[src/rtl/alu_exec_if.sv]
// Handshake and operand bus between the ID/EX register, the execute ALU and the EX/MEM register.
interface alu_exec_if #(
    parameter int WIDTH = 32
);
    logic             in_valid;
    logic             in_ready;
    logic [3:0]       Operation;
    logic [WIDTH-1:0] SrcA;
    logic [WIDTH-1:0] SrcB;
    logic             out_valid;
    logic             out_ready;
    logic [WIDTH-1:0] ALUResult;
    logic             Zero;

    modport master (
        output in_valid, Operation, SrcA, SrcB, out_ready,
        input  in_ready, out_valid, ALUResult, Zero
    );

    modport slave (
        input  in_valid, Operation, SrcA, SrcB, out_ready,
        output in_ready, out_valid, ALUResult, Zero
    );
endinterface

[src/rtl/alu_exec_unit.sv]
// Execute-stage ALU: single-cycle logic/arith/compare/branch ops, iterative 1-bit/cycle shifter,
// and an optional 32-cycle shift-add multiplier compiled in when ALU_MUL_EN is defined.
module alu_exec_unit #(
    parameter int WIDTH = 32
) (
    input  logic       clk,
    input  logic       reset,
    input  logic       flush,
    alu_exec_if.slave  bus
);
    localparam logic [3:0] OP_AND = 4'b0000;
    localparam logic [3:0] OP_OR  = 4'b0001;
    localparam logic [3:0] OP_ADD = 4'b0010;
    localparam logic [3:0] OP_XOR = 4'b0011;
    localparam logic [3:0] OP_SLL = 4'b0100;
    localparam logic [3:0] OP_SRL = 4'b0101;
    localparam logic [3:0] OP_SUB = 4'b0110;
    localparam logic [3:0] OP_SRA = 4'b0111;
    localparam logic [3:0] OP_BEQ = 4'b1000;
    localparam logic [3:0] OP_BNE = 4'b1001;
    localparam logic [3:0] OP_BLT = 4'b1010;
    localparam logic [3:0] OP_BGE = 4'b1011;
    localparam logic [3:0] OP_SLT = 4'b1100;
`ifdef ALU_MUL_EN
    localparam logic [3:0] OP_MUL = 4'b1101;
`endif

    typedef enum logic [1:0] {
        S_IDLE  = 2'd0,
        S_SHIFT = 2'd1,
        S_MUL   = 2'd2,
        S_DONE  = 2'd3
    } state_t;

    state_t           state_q, state_d;
    logic [WIDTH-1:0] res_q, res_d;
    logic             zero_q, zero_d;
    logic             out_valid_q, out_valid_d;
    logic [3:0]       op_q, op_d;
    logic [4:0]       sh_cnt_q, sh_cnt_d;
`ifdef ALU_MUL_EN
    logic [WIDTH-1:0] acc_q, acc_d;
    logic [WIDTH-1:0] mcand_q, mcand_d;
    logic [WIDTH-1:0] mplier_q, mplier_d;
    logic [5:0]       mul_cnt_q, mul_cnt_d;
`endif

    logic in_ready;
    logic accept;

    // Everything that finishes in one cycle; illegal codes fall through to zero.
    function automatic logic [WIDTH-1:0] single_op(input logic [3:0] op,
                                                   input logic [WIDTH-1:0] a,
                                                   input logic [WIDTH-1:0] b);
        logic signed [WIDTH-1:0] sa;
        logic signed [WIDTH-1:0] sb;
        sa = a;
        sb = b;
        case (op)
            OP_AND:  single_op = a & b;
            OP_OR:   single_op = a | b;
            OP_ADD:  single_op = a + b;
            OP_XOR:  single_op = a ^ b;
            OP_SUB:  single_op = a - b;
            OP_BEQ:  single_op = {{(WIDTH-1){1'b0}}, a == b};
            OP_BNE:  single_op = {{(WIDTH-1){1'b0}}, a != b};
            OP_BLT:  single_op = {{(WIDTH-1){1'b0}}, sa < sb};
            OP_BGE:  single_op = {{(WIDTH-1){1'b0}}, sa >= sb};
            OP_SLT:  single_op = {{(WIDTH-1){1'b0}}, sa < sb};
            default: single_op = '0;
        endcase
    endfunction

    function automatic logic [WIDTH-1:0] shift_step(input logic [3:0] op,
                                                    input logic [WIDTH-1:0] v);
        case (op)
            OP_SLL:  shift_step = {v[WIDTH-2:0], 1'b0};
            OP_SRL:  shift_step = {1'b0, v[WIDTH-1:1]};
            OP_SRA:  shift_step = {v[WIDTH-1], v[WIDTH-1:1]};
            default: shift_step = v;
        endcase
    endfunction

    // Combinational out_ready -> in_ready path lets DONE hand off to the next op without a bubble.
    assign in_ready = !reset && !flush &&
                      ((state_q == S_IDLE) || ((state_q == S_DONE) && bus.out_ready));
    assign accept   = bus.in_valid && in_ready;

    assign bus.in_ready  = in_ready;
    assign bus.out_valid = out_valid_q;
    assign bus.ALUResult = res_q;
    assign bus.Zero      = zero_q;

    always_comb begin
        state_d  = state_q;
        res_d    = res_q;
        zero_d   = zero_q;
        op_d     = op_q;
        sh_cnt_d = sh_cnt_q;
`ifdef ALU_MUL_EN
        acc_d     = acc_q;
        mcand_d   = mcand_q;
        mplier_d  = mplier_q;
        mul_cnt_d = mul_cnt_q;
`endif

        case (state_q)
            S_SHIFT: begin
                res_d    = shift_step(op_q, res_q);
                sh_cnt_d = sh_cnt_q - 5'd1;
                if (sh_cnt_q == 5'd1) state_d = S_DONE;
            end
`ifdef ALU_MUL_EN
            S_MUL: begin
                acc_d     = acc_q + (mplier_q[0] ? mcand_q : '0);
                mcand_d   = {mcand_q[WIDTH-2:0], 1'b0};
                mplier_d  = {1'b0, mplier_q[WIDTH-1:1]};
                mul_cnt_d = mul_cnt_q - 6'd1;
                if (mul_cnt_q == 6'd1) begin
                    state_d = S_DONE;
                    res_d   = acc_d;
                end
            end
`endif
            S_DONE: begin
                if (bus.out_ready) state_d = S_IDLE;
            end
            default: state_d = S_IDLE;
        endcase

        // accept is only possible from IDLE or a consumed DONE, so it overrides the case above.
        if (accept) begin
            op_d = bus.Operation;
            case (bus.Operation)
                OP_SLL, OP_SRL, OP_SRA: begin
                    res_d    = bus.SrcA;
                    sh_cnt_d = bus.SrcB[4:0];
                    state_d  = (bus.SrcB[4:0] == 5'd0) ? S_DONE : S_SHIFT;
                end
`ifdef ALU_MUL_EN
                OP_MUL: begin
                    acc_d     = '0;
                    mcand_d   = bus.SrcA;
                    mplier_d  = bus.SrcB;
                    mul_cnt_d = 6'd32;
                    state_d   = S_MUL;
                end
`endif
                default: begin
                    res_d   = single_op(bus.Operation, bus.SrcA, bus.SrcB);
                    state_d = S_DONE;
                end
            endcase
        end

        if (state_d == S_DONE) zero_d = (res_d == '0);

        if (flush) begin
            state_d  = S_IDLE;
            res_d    = '0;
            zero_d   = 1'b0;
            sh_cnt_d = 5'd0;
`ifdef ALU_MUL_EN
            acc_d     = '0;
            mul_cnt_d = 6'd0;
`endif
        end

        out_valid_d = (state_d == S_DONE);
    end

    always_ff @(posedge clk) begin
        if (reset) begin
            state_q     <= S_IDLE;
            res_q       <= '0;
            zero_q      <= 1'b0;
            out_valid_q <= 1'b0;
            op_q        <= 4'd0;
            sh_cnt_q    <= 5'd0;
`ifdef ALU_MUL_EN
            acc_q     <= '0;
            mcand_q   <= '0;
            mplier_q  <= '0;
            mul_cnt_q <= 6'd0;
`endif
        end else begin
            state_q     <= state_d;
            res_q       <= res_d;
            zero_q      <= zero_d;
            out_valid_q <= out_valid_d;
            op_q        <= op_d;
            sh_cnt_q    <= sh_cnt_d;
`ifdef ALU_MUL_EN
            acc_q     <= acc_d;
            mcand_q   <= mcand_d;
            mplier_q  <= mplier_d;
            mul_cnt_q <= mul_cnt_d;
`endif
        end
    end
endmodule

[src/flat_wrapper.sv]
// flat-port wrapper written by rule: the top's interface ports become plain ports
module alu_exec_unit_flat 
#(
    parameter int WIDTH = 32
)
  (clk, reset, flush, bus_in_valid, bus_Operation, bus_SrcA, bus_SrcB, bus_out_ready, bus_in_ready, bus_out_valid, bus_ALUResult, bus_Zero);
  alu_exec_if #(.WIDTH(WIDTH)) bus_i ();
  input  logic clk;
  input  logic reset;
  input  logic flush;
  input wire logic [$bits(bus_i.in_valid)-1:0] bus_in_valid;
  input wire logic [$bits(bus_i.Operation)-1:0] bus_Operation;
  input wire logic [$bits(bus_i.SrcA)-1:0] bus_SrcA;
  input wire logic [$bits(bus_i.SrcB)-1:0] bus_SrcB;
  input wire logic [$bits(bus_i.out_ready)-1:0] bus_out_ready;
  output wire logic [$bits(bus_i.in_ready)-1:0] bus_in_ready;
  output wire logic [$bits(bus_i.out_valid)-1:0] bus_out_valid;
  output wire logic [$bits(bus_i.ALUResult)-1:0] bus_ALUResult;
  output wire logic [$bits(bus_i.Zero)-1:0] bus_Zero;
  assign bus_i.in_valid = bus_in_valid;
  assign bus_i.Operation = bus_Operation;
  assign bus_i.SrcA = bus_SrcA;
  assign bus_i.SrcB = bus_SrcB;
  assign bus_i.out_ready = bus_out_ready;
  assign bus_in_ready = bus_i.in_ready;
  assign bus_out_valid = bus_i.out_valid;
  assign bus_ALUResult = bus_i.ALUResult;
  assign bus_Zero = bus_i.Zero;
  alu_exec_unit #(.WIDTH(WIDTH)) u_core (.clk(clk), .reset(reset), .flush(flush), .bus(bus_i));
endmodule
[config.mk]
export PLATFORM = sky130hd
export DESIGN_NAME = alu_exec_unit_flat
export DESIGN_NICKNAME = d
export VERILOG_FILES = /design/src/rtl/alu_exec_if.sv /design/src/rtl/alu_exec_unit.sv /design/src/flat_wrapper.sv
export SDC_FILE = /design/constraint.sdc
export NUM_CORES = 1
export LEC_CHECK = 0
export ABC_AREA = 1
export BUFFER_PORTS_ARGS = -buffer_cell sky130_fd_sc_hd__buf_2
export CORE_MARGIN = 1
export CORE_UTILIZATION = 38
export DETAILED_ROUTE_END_ITERATION = 16
export GPL_TIMING_DRIVEN = 0
export PLACE_DENSITY = 0.57
export SYNTH_ARGS = -nofsm -noshare
export SYNTH_HDL_FRONTEND = slang
export SYNTH_SLANG_ARGS = --single-unit
[constraint.sdc]
create_clock -name clk -period 4.4 [get_ports clk]
set_input_delay 1.32 -clock clk [delete_from_list [all_inputs] [get_ports clk]]
set_output_delay 1.32 -clock clk [all_outputs]
set_load 0.05 [all_outputs]
After elaboration in Yosys (flattened, before gate mapping)
Cells that the tools add are included.
W data, S select, Z words.
{"block": "word_totals", "wordCells": 65, "output_inout_bits": 35, "in_bits": 73, "reg_bits": 45}
{"block": "op_classes", "reduce_logical": 14, "muxes": 15, "bitwise": 3, "addsub": 3, "eq_ne": 22, "n_lt_le_gt_ge": 2}
{"operator": "$pmux W32 S9", "count": 1}
{"operator": "$mux W32", "count": 3}
{"operator": "$pmux W32 S3", "count": 1}
{"operator": "$add A32 B32 Y32", "count": 1}
{"operator": "$and A32 B32 Y32", "count": 1}
{"operator": "$eq A32 B32 Y1", "count": 1}
{"operator": "$ge A32 B32 Y1", "count": 1}
{"operator": "$logic_not A32 Y1", "count": 1}
{"operator": "$lt A32 B32 Y1", "count": 1}
{"operator": "$ne A32 B32 Y1", "count": 1}
{"operator": "$or A32 B32 Y32", "count": 1}
{"operator": "$sub A32 B32 Y32", "count": 1}
{"operator": "$xor A32 B32 Y32", "count": 1}
{"operator": "$eq A4 B3 Y1 const B", "count": 7}
{"operator": "$eq A4 B4 Y1 const B", "count": 5}
{"operator": "$mux W5", "count": 3}
{"operator": "$mux W2", "count": 6}
{"operator": "$eq A4 B2 Y1 const B", "count": 2}
{"operator": "$eq A2 B2 Y1 const B", "count": 3}
{"operator": "$eq A5 B1 Y1 const B", "count": 1}
{"operator": "$logic_not A5 Y1", "count": 1}
{"operator": "$sub A5 B1 Y5 const B", "count": 1}
{"operator": "$eq A4 B1 Y1 const B", "count": 1}
{"operator": "$logic_and A1 B1 Y1", "count": 4}
{"operator": "8 further kinds", "count": 10}

Logic depth before layout (Yosys ltp)
{"block": "logic_depth", "word_depth": 8, "ltp_mapped": 24, "ltp_nobuf": 23}

Least setup slack after synthesis
OpenSTA, ideal clock, no wires.
{"block": "synth_timing", "kind": "input to register", "start": "in bus_SrcA[0]", "end": "reg u_core.zero_q, in the netlist u_core.bus.Zero", "path_stages": 20, "required_time_ps": 4330, "path_buffers": 0, "setup_time_ps": 70, "setup_slack_ps": 1074, "arrival_time_ps": 3255, "path_cell_list": "inv_1 ha_1 fa_1 inv_1 nand2_1 nand2_1 nand2_1 inv_1 nand2_1 nand3_1 nand2_1 nand3_1 nand3_1 a21oi_1 nand3_1 nor2_1 nand3_1 nor2_1 nand4_1 a21oi_1"}
{"block": "synth_between", "elab_chain_cells": 5, "word_cells_on_any_way": 13, "cone_classes": "add/sub (2); order compare (2); eq/ne (2); mux (3); bitwise (3); reduce/logical (1)"}
{"element": "start, declared", "line": "flat_wrapper.sv:13", "rtl": "input wire logic [$bits(bus_i.SrcA)-1:0] bus_SrcA;"}
{"element": "$sub A32 B32 Y32, or another cell as far along", "line": "alu_exec_unit.sv:64", "rtl": "OP_SUB: single_op = a - b;"}
{"element": "$pmux W32 S9", "line": "alu_exec_unit.sv:59", "rtl": "case (op)"}
{"element": "$mux W32 *", "line": "alu_exec_unit.sv:134", "rtl": "case (bus.Operation)"}
{"element": "$mux W32 *", "line": "alu_exec_unit.sv:132", "rtl": "if (accept) begin"}
{"element": "$logic_not A32 Y1 *", "line": "alu_exec_unit.sv:156", "rtl": "if (state_d == S_DONE) zero_d = (res_d == '0);"}
{"element": "end signal, assigned", "line": "alu_exec_unit.sv:189", "rtl": "zero_q <= zero_d;"}
{"element": "end, declared", "line": "alu_exec_unit.sv:37", "rtl": "logic zero_q, zero_d;"}
Every way passes the cells marked *; elsewhere a longest branch is shown, timed or not.
A chain may end at the register's enable or synchronous reset.

Worst setup path after layout
{"block": "layout_timing", "start": "in bus_SrcA[6]", "end": "reg u_core.zero_q, in the netlist u_core.bus.Zero"}
Same word-level chain as after synthesis.

==> flow_metrics.py <==
metrics = {
    "outcome": {
        "status": "complete, no violations",
    },
    "sta": {
        "finClkSkew_ns": 0.006963,
        "min_period_ns": 4.196,
        "setup_viol": 0,
        "relSlewSlack_pct": 44.75,
        "rsz0062_at_grt": "false",
        "finalCritPeriodShare_pct": 95.36,
        "tightest_slew_ns": 0.8288,
        "holdWs_ns": 0.4836,
        "slew_violations": 0,
        "clock.fmax_mhz": 238.3,
        "final_hold_viol_count": 0,
    },
    "final_layout": {
        "post-route-util_pct": 43.91,
        "num_antenna_cells": 0,
        "final_cell_mix": "500 x nand2_1, 288 x inv_1, 184 x nor2_1, 177 x nand3_1, 149 x buf_2",
        "num-nets-final": 1966,
        "nFillCells": 2687,
        "final_common_cell": "nand2_1",
        "drive_above_1_share_pct": 10.42,
        "syn_to_final_growth_pct": 12.39,
    },
    "place": {
        "portBuffers": 107,
        "gp_congestion": 0.9818,
        "dp_hpwl_mm": 32.30,
    },
    "grt": {
        "use_met1_pct": 44.69,
        "grtUsageMet2_pct": 51.05,
        "grt_use_total_pct": 32.02,
        "grt_start_max_net_pins": 15,
        "met3_usage_pct": 2.953,
        "antenna_found_initial": 0,
        "grt_pass1_vias": 10100,
        "top_usage_layer": "met2",
        "grt_pass1_wl_mm": 58.71,
        "grt_overflow_total": 0,
    },
    "drt": {
        "vias": 11330,
        "via_per_inst": 5.379,
        "drt_first_pass_iters": 5,
        "drtAntennaViolNets": 0,
        "wire_per_inst_um": 18.43,
        "drtIter0Drc": 932,
        "drt_wl_total_mm": 38.84,
        "route.detailed.drc": 0,
    },
    "cts": {
        "cts_buffer_depth": 2,
        "htree_levels": 2,
        "clk_pin_slew_ns": 0.06,
        "holdBufCountCts": 0,
        "cts_tree": "done",
        "insertion_delay_ns": 0.29,
        "cts_setup_buffers": 0,
        "cts_made_buffers": 5,
        "cts_root_buffer": "clkbuf_16",
        "cts.sinks": 45,
    },
    "setup_path": {
        "critPathMaxFanout": 9,
        "start_kind": "primary input",
        "arrival_ns": 4.41,
        "crit_chain": "buf_2 -> inv_1 -> ha_1 -> buf_2 -> nor2_1 -> nand2_1 -> nor2_1 -> nand2_1 -> nand3_1 -> nand2_1 -> nand3_1 -> nand3_1 -> a21oi_1 -> nand3_1 -> nor2_1 -> nand3_1 -> nor2_1 -> nand4_1 -> a21oi_1",
        "crit_slowest_cell": "a21oi_1",
        "worst_path_most_repeated_cell": "nand3_1",
        "cp-end-kind": "register",
        "cp.required_ns": 4.61,
        "criticalPathCategory": "in -> reg",
        "critical-path-max-stage-delay_ns": 0.34,
    },
    "synth": {
        "netlist_instances": 1679,
        "synth_mux_area_share_pct": 0,
        "yosys.area_share.adder_pct": 14.19,
        "syn_area_mm2": 0.008926,
        "synthSimpleGateAreaFrac_pct": 43.79,
        "syn_area_per_cell_um2": 5.316,
        "synthXorXnorAreaFrac_pct": 0.2944,
        "synth-seq-area-share_pct": 10.09,
        "ys_warn_count": 0,
        "synth_top_family_by_area": "simple AND/OR/NAND/NOR gates",
        "syn-num-nets": 1852,
        "ys_ff_latch": 45,
        "synth_cell_type_count": 41,
        "synth-compound-area-share_pct": 15.74,
    },
    "power": {
        "leakage_nw": 5.620,
        "ir_drop_uv": 146.2,
        "power_density_mw_per_mm2": 180.8,
    },
    "run": {
        "cap_violations": 0,
    },
    "floorplanning": {
        "die-area_mm2": 0.02411,
        "dieHeight_um": 155.3,
        "pin_count": 108,
        "core_mm2": 0.02285,
        "dieWidth_um": 155.3,
        "start_util_pct": 39.07,
        "rows": 55,
    },
    "hold_path": {
        "hold_path_class": "reg -> reg",
    },
}
==> per-layer routing <==
metal / wire length, µm / part of all wire, %
met2: 16820 / 43
met4: 1464 / 3.8
met1: 17940 / 46
met3: 2617 / 6.7
met5: 0 / 0
==> where the power goes <==
group          total [W]  switching, W  internal [W]
clock network   0.000453      0.000169      0.000284
registers       0.000423    0.00000817      0.000415
logic           0.000938      0.000666      0.000272
==> timing repair <==
action                                  in CTS  in global routing
hold endpoints to repair                     0                  0
endpoints found under the setup margin       0                  1
gates resized for setup                      0                  1
==> cell usage after synthesis (all sizes together) <==
cell type / count / share of area [%]
a211oi: 5 / 0.42
a21boi: 2 / 0.17
a21o: 1 / 0.084
a21oi: 119 / 6.7
a221oi: 20 / 2.0
a22oi: 10 / 0.90
a31oi: 4 / 0.28
and2: 1 / 0.070
and3: 1 / 0.070
buf: 50 / 3.1
clkbuf: 10 / 0.42
clkinv: 1 / 0.042
dfxtp: 45 / 10
fa: 2 / 0.45
ha: 98 / 14
inv: 293 / 12
nand2: 505 / 21
nand3: 178 / 10
nand3b: 5 / 0.42
nand4: 28 / 2.0
nor2: 195 / 8.6
nor3: 18 / 1.0
o2111ai: 3 / 0.29
o21a: 1 / 0.084
o21ai: 54 / 3.0
o21bai: 7 / 0.59
o22ai: 18 / 1.3
or2: 2 / 0.14
xnor2: 2 / 0.20
xor2: 1 / 0.098
==> final cells by class <==
type,count,area (µm²),area share [%]
multi-input cells,1280,6609,65.88
inverters,294,1104,11.00
flip-flops and latches,45,900.9,8.980
repair buffers,107,535.5,5.338
well taps,313,391.6,3.904
plain buffers,60,315.3,3.143
clock buffers,6,138.9,1.384
clock inverters,2,37.54,0.3742
==> registers in the layout, indices dropped and copies added, names as in the netlist <==
register,cells
u_core.bus.ALUResult,32
u_core.sh_cnt_q,5
u_core.op_q,4
u_core.state_q,2
u_core.bus.Zero,1
u_core.bus.out_valid,1
==> per-stage QoR <==
step | area, µm² | TNS, ns | std cells | total power, W | worst slack, ns
floorplan | 8926 | 0 | 1679 | 0.001041 | 1.074
global placement | 9853 | -0.01233 | 2099 | 0.001340 | -0.01233
detailed placement | 9853 | -0.07186 | 2099 | 0.001345 | -0.07186
CTS | 10030 | 0 | 2107 | 0.001796 | 0.2274
global route | 10030 | 0 | 2107 | 0.001935 | 0.01084
finish | 10030 | 0 | 2107 | 0.001814 | 0.2042
==> worst max-delay path: cells and delay by family <==
family                     cells  cell delay [ns]
and+or+nand+nor               13             1.87
AOI/OAI and AO/OA              2             0.51
buffers and inverters          3             0.43
adders and majority gates      1             0.25
==> logic make-up after synthesis <==
family                     Yosys count
AOI/OAI and AO/OA                  244
xor gates and xnor gates             3
adders and majority gates          100
buffers and inverters              354
DFF                                 45
and+or+nand+nor                    933
==> final timing paths <==
| path | start | end | slack, ns | cells after the start |
|---|---|---|---|---|
| min | u_core.bus.Zero | u_core.bus.Zero | 0.48 | 2 |
| max | bus_SrcA[6] | u_core.bus.Zero | 0.20 | 19 |
| min reg2reg | u_core.bus.Zero | u_core.bus.Zero | 0.48 | 2 |
| max reg2reg | u_core.state_q[1] | u_core.bus.Zero | 1.54 | 14 |
Power figures use the tool's default switching activity.
